--- src/rtl/seg7_scan_driver.sv ---
// seg7_scan_driver: double-buffered, time-multiplexed N-digit 7-segment display scanner
module seg7_scan_driver #(
  parameter int NUM_DIGITS     = 4,
  parameter int SCAN_DIV       = 1000,
  parameter int GUARD          = 2,
  parameter bit SEG_ACTIVE_LOW = 1'b1,
  parameter bit DIG_ACTIVE_LOW = 1'b1
) (
  input  logic                    clk,
  input  logic                    rst_n,
  input  logic                    load,
  input  logic [4*NUM_DIGITS-1:0] bcd_in,
  input  logic [NUM_DIGITS-1:0]   dp_in,
  input  logic                    hex_en,
  input  logic                    blank_lz,
  output logic [6:0]              seg,
  output logic                    dp,
  output logic [NUM_DIGITS-1:0]   digit_en,
  output logic                    frame_done
);
  localparam int CW = $clog2(SCAN_DIV);
  localparam int IW = NUM_DIGITS > 1 ? $clog2(NUM_DIGITS) : 1;
  logic [CW-1:0]           cnt;
  logic [IW-1:0]           idx;
  logic [4*NUM_DIGITS-1:0] pend_code, disp_code;
  logic [NUM_DIGITS-1:0]   pend_dp, disp_dp, zero_from;
  logic                    pend_valid, slot_end, frame_end, blank;
  logic [3:0]              cur_code;
  logic [6:0]              glyph_on;
  function automatic logic [6:0] glyph(input logic [3:0] c, input logic hex);
    case (c)
      4'd0:    glyph = 7'h7E;
      4'd1:    glyph = 7'h30;
      4'd2:    glyph = 7'h6D;
      4'd3:    glyph = 7'h79;
      4'd4:    glyph = 7'h33;
      4'd5:    glyph = 7'h5B;
      4'd6:    glyph = 7'h5F;
      4'd7:    glyph = 7'h70;
      4'd8:    glyph = 7'h7F;
      4'd9:    glyph = 7'h7B;
      4'd10:   glyph = hex ? 7'h77 : 7'h01;
      4'd11:   glyph = hex ? 7'h1F : 7'h01;
      4'd12:   glyph = hex ? 7'h4E : 7'h01;
      4'd13:   glyph = hex ? 7'h3D : 7'h01;
      4'd14:   glyph = hex ? 7'h4F : 7'h01;
      default: glyph = hex ? 7'h47 : 7'h01;
    endcase
  endfunction
  assign slot_end  = cnt == CW'(SCAN_DIV - 1);
  assign frame_end = slot_end && idx == IW'(NUM_DIGITS - 1);
  assign cur_code  = disp_code[4*idx +: 4];
  // zero_from[k] is set when digit k and every higher digit hold code 0
  always_comb begin
    zero_from = '0;
    zero_from[NUM_DIGITS-1] = disp_code[4*NUM_DIGITS-1 -: 4] == 4'd0;
    for (int k = NUM_DIGITS - 2; k >= 0; k--)
      zero_from[k] = disp_code[4*k +: 4] == 4'd0 && zero_from[k+1];
  end
  // glyph of the digit currently being scanned, with leading-zero blanking
  always_comb begin
    blank    = blank_lz && idx != '0 && zero_from[idx];
    glyph_on = blank ? 7'h00 : glyph(cur_code, hex_en);
  end
  // slot counter and digit index; the last slot of the last digit ends a frame
  always_ff @(posedge clk or negedge rst_n) begin
    if (!rst_n) begin
      cnt <= '0;
      idx <= '0;
    end else begin
      cnt <= slot_end ? '0 : cnt + 1'b1;
      if (slot_end) idx <= frame_end ? '0 : idx + 1'b1;
    end
  end
  // double buffer: display copies pending only on a frame boundary, load may land on the same edge
  always_ff @(posedge clk or negedge rst_n) begin
    if (!rst_n) begin
      pend_code  <= '0;
      pend_dp    <= '0;
      pend_valid <= 1'b0;
      disp_code  <= '0;
      disp_dp    <= '0;
      frame_done <= 1'b0;
    end else begin
      frame_done <= frame_end && pend_valid;
      if (frame_end && pend_valid) begin
        disp_code <= pend_code;
        disp_dp   <= pend_dp;
      end
      if (load) begin
        pend_code  <= bcd_in;
        pend_dp    <= dp_in;
        pend_valid <= 1'b1;
      end else if (frame_end) begin
        pend_valid <= 1'b0;
      end
    end
  end
  // registered pin drivers; digit enables stay idle during the guard interval of each slot
  always_ff @(posedge clk or negedge rst_n) begin
    if (!rst_n) begin
      seg      <= {7{SEG_ACTIVE_LOW}};
      dp       <= SEG_ACTIVE_LOW;
      digit_en <= {NUM_DIGITS{DIG_ACTIVE_LOW}};
    end else begin
      seg      <= glyph_on ^ {7{SEG_ACTIVE_LOW}};
      dp       <= disp_dp[idx] ^ SEG_ACTIVE_LOW;
      digit_en <= (cnt < CW'(GUARD) ? '0 : NUM_DIGITS'(1) << idx) ^ {NUM_DIGITS{DIG_ACTIVE_LOW}};
    end
  end
endmodule

--- config.mk ---
export PLATFORM = sky130hd
export DESIGN_NAME = seg7_scan_driver
export DESIGN_NICKNAME = d
export VERILOG_FILES = /design/src/rtl/seg7_scan_driver.sv
export SDC_FILE = /design/constraint.sdc
export NUM_CORES = 1
export LEC_CHECK = 0
export CAP_MARGIN = 20
export CORE_ASPECT_RATIO = 1.5
export CORE_MARGIN = 3
export CORE_UTILIZATION = 50
export DETAILED_ROUTE_END_ITERATION = 16
export GPL_TIMING_DRIVEN = 0
export HOLD_SLACK_MARGIN = 0.15
export PLACE_DENSITY = 0.84
export SLEW_MARGIN = 20
export SYNTH_ARGS = -nofsm -noshare
export SYNTH_HDL_FRONTEND = slang
export SYNTH_SLANG_ARGS = --single-unit
--- constraint.sdc ---
create_clock -name clk -period 2.8 [get_ports clk]
set_input_delay 0.7 -clock clk [delete_from_list [all_inputs] [get_ports clk]]
set_output_delay 0.7 -clock clk [all_outputs]
set_load 0.01 [all_outputs]
# Yosys cells after proc, flatten, opt, wreduce, memory -nomap -nowiden
# Index checks and enable logic that the tools add are counted.
dict set report classes {
  muxes 17
  n_addsub 2
  mul 0
  shift 2
  eq_ne 16
  n_bitwise 3
  div_mod_pow 0
  reduce_logical 14
  n_lt_le_gt_ge 2
}
# operator n
set op_table {}
lappend op_table {{$pmux 7 s15} 1}
lappend op_table {{$mux 7} 5}
lappend op_table {{$eq 4x4->1 const B} 7}
lappend op_table {{$logic_not 4->1} 5}
lappend op_table {{$eq 4x3->1 const B} 4}
lappend op_table {{$shiftx 16x5->4} 1}
lappend op_table {{$add 10x1->10 const B} 1}
lappend op_table {{$eq 10x10->1 const B} 1}
lappend op_table {{$lt 10x2->1 const B} 1}
lappend op_table {{$mux 10} 1}
lappend op_table {{$eq 4x2->1 const B} 2}
lappend op_table {{$logic_and 1x1->1} 7}
lappend op_table {{$not 7->7} 1}
lappend op_table {{$mux 6} 1}
lappend op_table {{$mux 5} 1}
lappend op_table {{$bmux 1 s2} 2}
lappend op_table {{$eq 4x1->1 const B} 1}
lappend op_table {{$mux 1} 4}
lappend op_table {{$mux 4} 1}
lappend op_table {{$not 4->4} 1}
lappend op_table {{$reduce_bool 2->1} 2}
lappend op_table {{$shl 1x2->4 const A} 1}
lappend op_table {{$lt 2x3->1 const B} 1}
lappend op_table {{$add 2x1->2 const B} 1}
lappend op_table {{3 further kinds} 3}
dict set report word_totals {
  ff_bits 66
  mem_count 0
  elab_cells 67
  romBits 0
  output_inout_bits 13
  latchBits 0
  ram_bits 0
  input_bits 25
}

# Logic depth before layout (Yosys ltp)
dict set report logic_depth {
  ltp_word 9
  depth_mapped 7
  ltp_nobuf 6
}

# Worst setup path after synthesis
# OpenSTA, ideal clock, no wires.
dict set report synth_path {
  path_type {register -> register}
  startpoint {register cnt[0]}
  endpoint {register disp_code[0]}
  slack_ps 966
  path_buffers 1
  setup_ps 127
  synth_period_minus_slack_ps 1834
  t_arrival_ps 1706
  required_time_ps 2673
  path_stages_with_launch 7
  cell_sequence {dfrtp_1 -> ha_1 -> nand3_1 -> nor4_4 -> and3_1 -> buf_6 -> mux2_1}
}
dict set report synth_between {
  elab_chain_len 3
}
# element line_no
set synth_lines {}
lappend synth_lines {{start: declaration} 23} ;# logic [CW-1:0] cnt;
lappend synth_lines {{start signal: assignment} 71} ;# cnt <= slot_end ? '0 : cnt + 1'b1;
lappend synth_lines {{$eq 10x10->1} 50} ;# assign slot_end = cnt == CW'(SCAN_DIV - 1);
lappend synth_lines {{$logic_and 1x1->1} 51} ;# assign frame_end = slot_end && idx == IW'(NUM_DIGITS - 1);
lappend synth_lines {{$logic_and 1x1->1} 86} ;# if (frame_end && pend_valid) begin
lappend synth_lines {{end signal: assignment} 87} ;# disp_code <= pend_code;
lappend synth_lines {{end: declaration} 25} ;# logic [4*NUM_DIGITS-1:0] pend_code, disp_code;
# No other way between the ends.
# A chain may end at the register's enable or synchronous reset.

# Worst setup path in the final report
dict set report layout_path {
  startpoint {register cnt[1]}
  endpoint {register disp_dp[1]}
}
dict set report layout_between {
  elab_chain_len 3
}
# element line_no
set layout_lines {}
lappend layout_lines {{$eq 10x10->1} 50}
lappend layout_lines {{$logic_and 1x1->1} 51}
lappend layout_lines {{$logic_and 1x1->1} 86}
lappend layout_lines {{end signal: assignment} 88} ;# disp_dp <= pend_dp;
lappend layout_lines {{end: declaration} 26} ;# logic [NUM_DIGITS-1:0] pend_dp, disp_dp, zero_from;
# No other way between the ends.

==> impl_metrics.env <==
export IMPL_status="completed"
export IMPL_first_iter_violations=112
export IMPL_async_reset_ff_share_pct=100
export IMPL_yosysSeqAreaShare_pct=55.9
export IMPL_io_pin_count=38
export IMPL_drc=0
export IMPL_path_depth=6
export IMPL_synth_top_area_share_pct=45.4
export IMPL_p_per_area_nw_per_um2=516
export IMPL_relSlewSlack_pct=59.0
export IMPL_die_x_um=69.0
export IMPL_core_area_um2=5620
export IMPL_clockBufferDepth=2
export IMPL_postLayoutCoreUtil_pct=65.0
export IMPL_finalCritPeriodShare_pct=75.7
export IMPL_placementRows=33
export IMPL_fin_setup_tns_ps=0
export IMPL_grt_max_degree=44
export IMPL_synth_common_cells="dfrtp_1, mux2_2, mux2_1"
export IMPL_vias_per_cell=5.38
export IMPL_cts_setup_buffers=0
export IMPL_reg2reg_depth=6
export IMPL_hold_viol=0
export IMPL_diodes=0
export IMPL_setup_violations=0
export IMPL_fin_cells=350
export IMPL_arrival_ps=2330
export IMPL_fin_area_um2=3650
export IMPL_grt_overflow_total=0
export IMPL_synth_nets=256
export IMPL_place_inst=334
export IMPL_initial_utilization_pct=53.1
export IMPL_via_count=1883
export IMPL_timing_worst_setup_path_type="flop to flop"
export IMPL_synth_cell_type_count=46
export IMPL_wl_per_cell_um=14.6
export IMPL_grt_util_all_layers_pct=16.1
export IMPL_drive_above_1_share_pct=23.9
export IMPL_wirelength_um=5120
export IMPL_clk_pin_slew_ps=70
export IMPL_gp_congestion=0.820
export IMPL_grt_pass1_wl_um=8830
export IMPL_rsz0062_at_grt="false"
export IMPL_critPathMaxFanout=10
export IMPL_post_route_min_period_ps=2120
export IMPL_fin_hold_ws_ps=257
export IMPL_syn2layout_area_growth_pct=22.6
export IMPL_cp_top_family="simple AND/OR/NAND/NOR gates"
export IMPL_syn_cell_area_um2=2980
export IMPL_power_leakage_nw=1.59
export IMPL_clock_skew_ps=8.27
export IMPL_ys_ff_latch=66
export IMPL_cts_tree="done"
export IMPL_grt_pass1_vias=1923
export IMPL_post_cts_resized=0
export IMPL_ir_drop_mv=0.482
export IMPL_worst_pin_slew_ps=615
export IMPL_place_area_um2=3450
export IMPL_die_h_um=101
export IMPL_antenna_found_initial=0
export IMPL_ys_flop_type="dfrtp_1"
export IMPL_synth_edf_count=0
export IMPL_port_buffers=37
export IMPL_crit_chain="ha_1 > nand3_1 > nor4_4 > and3_1 > buf_6 > mux2_1"
export IMPL_insertion_delay_ps=330
export IMPL_dieArea_um2=6940
export IMPL_cts_sink_count=66
export IMPL_max_cap_viol_count=0
export IMPL_cp_slowest_stage_delay_ps=390
export IMPL_yosysWarningCount=0
export IMPL_dr_pass1_iters=4
export IMPL_cts_root_buf="clkbuf_8"
export IMPL_cp_start_kind="flop"
export IMPL_nets=305
export IMPL_cp_data_required_time_ps=3010
export IMPL_syn_inst=226
export IMPL_setup_slack_ps=680
export IMPL_cts_htree_levels=3
export IMPL_synth_most_common_cell="dfrtp_1"
export IMPL_synth_area_leaders="dfrtp_1, dfstp_2, mux2_2"
export IMPL_dpl_worst_slack_ps=546
export IMPL_synth_avg_cell_area_um2=13.2
export IMPL_cts_buffers=9
export IMPL_ant_nets=0
export IMPL_yosysTopAreaCell="dfrtp_1"
export IMPL_fmax_ghz=0.472
export IMPL_hold_buffers=0
export IMPL_worst_path_buf_inv=1
export IMPL_hold_path_class="input pin to async pin"
export IMPL_cp_slowest_cell="dfrtp_1"
export IMPL_end_kind="flop"
export IMPL_hpwl_um=3760
export IMPL_power_mw=1.89
export IMPL_maxSlewViolCount=0
==> cells by family (layout without fill, tap and decap cells) <==
family | Yosys count | after routing | synth area share, %
buffers and inverters | 18 | 72 | 3.91
AOI/OAI and AO/OA | 31 | 31 | 6.34
xor gates and xnor gates | 8 | 8 | 2.35
DFF | 66 | 66 | 55.9
adders and majority gates | 5 | 5 | 2.10
muxes | 46 | 46 | 19.3
and+or+nand+nor | 52 | 52 | 10.1
==> final timing paths <==
path	slack (ps)	from	to
max in group asynchronous	1970	rst_n	seg[6]
worst max register to register	680	cnt[1]	disp_dp[1]
worst max-delay path	680	cnt[1]	disp_dp[1]
worst min-delay path	260	rst_n	pend_code[12]
worst min register to register	460	cnt[0]	cnt[0]
min in group clk	460	cnt[0]	cnt[0]
==> sequential cells by signal, summed over array words and instances, names as in the netlist <==
signal      count
pend_valid      1
dp              1
digit_en        4
cnt            10
disp_dp         4
idx             2
frame_done      1
disp_code      16
seg             7
pend_code      16
pend_dp         4
==> cell type report <==
type,instances,area [um^2]
fillers,449,1960
flip-flops and latches,66,1670
multi-input cells,142,1200
repair buffers,38,388
clock buffers,14,163
plain buffers,12,93.8
well taps,70,87.6
clock inverters,2,35.0
inverters,6,22.5
==> placed cells by master, fill, tap and decap left out, types with 6 or more instances in the layout <==
cell / netlist / final
clkbuf_8: 0 / 11
clkdlybuf4s50_1: 0 / 36
buf_6: 6 / 6
dfstp_2: 12 / 12
a21oi_1: 9 / 9
clkbuf_1: 3 / 6
mux2_1: 20 / 20
mux2_2: 21 / 21
nor2_1: 7 / 7
nand2_1: 11 / 11
dfrtp_1: 54 / 54
==> report_power, final <==
| part | switching [mW] | leakage (nW) | internal, mW |
|---|---|---|---|
| sequential | 0.0149 | 0.814 | 0.983 |
| clock | 0.332 | 0.101 | 0.460 |
| combinational | 0.0365 | 0.678 | 0.0586 |
==> layer usage <==
| metal | vias up | GRT usage, % | part of all wire, % | routed length, um |
|---|---|---|---|---|
| met2 | 38 | 28.5 | 54 | 2750 |
| met1 | 931 | 18.3 | 41 | 2080 |
| li1 | 905 | - | - | - |
| met3 | 9 | 3.89 | 3.5 | 177 |
| met4 | 0 | 7.67 | 2.1 | 108 |
| met5 | - | 0 | 0 | 0 |
==> worst register-to-register path, delay by kind of cell, from the launching register on <==
family | cells | cell delay, ps
AND/OR/NAND/NOR | 3 | 870
buffers and inverters | 1 | 180
adder cells (fa/ha/maj) | 1 | 210
flip-flops | 1 | 390
multiplexers | 1 | 340
(Power assumes the default switching activity.)
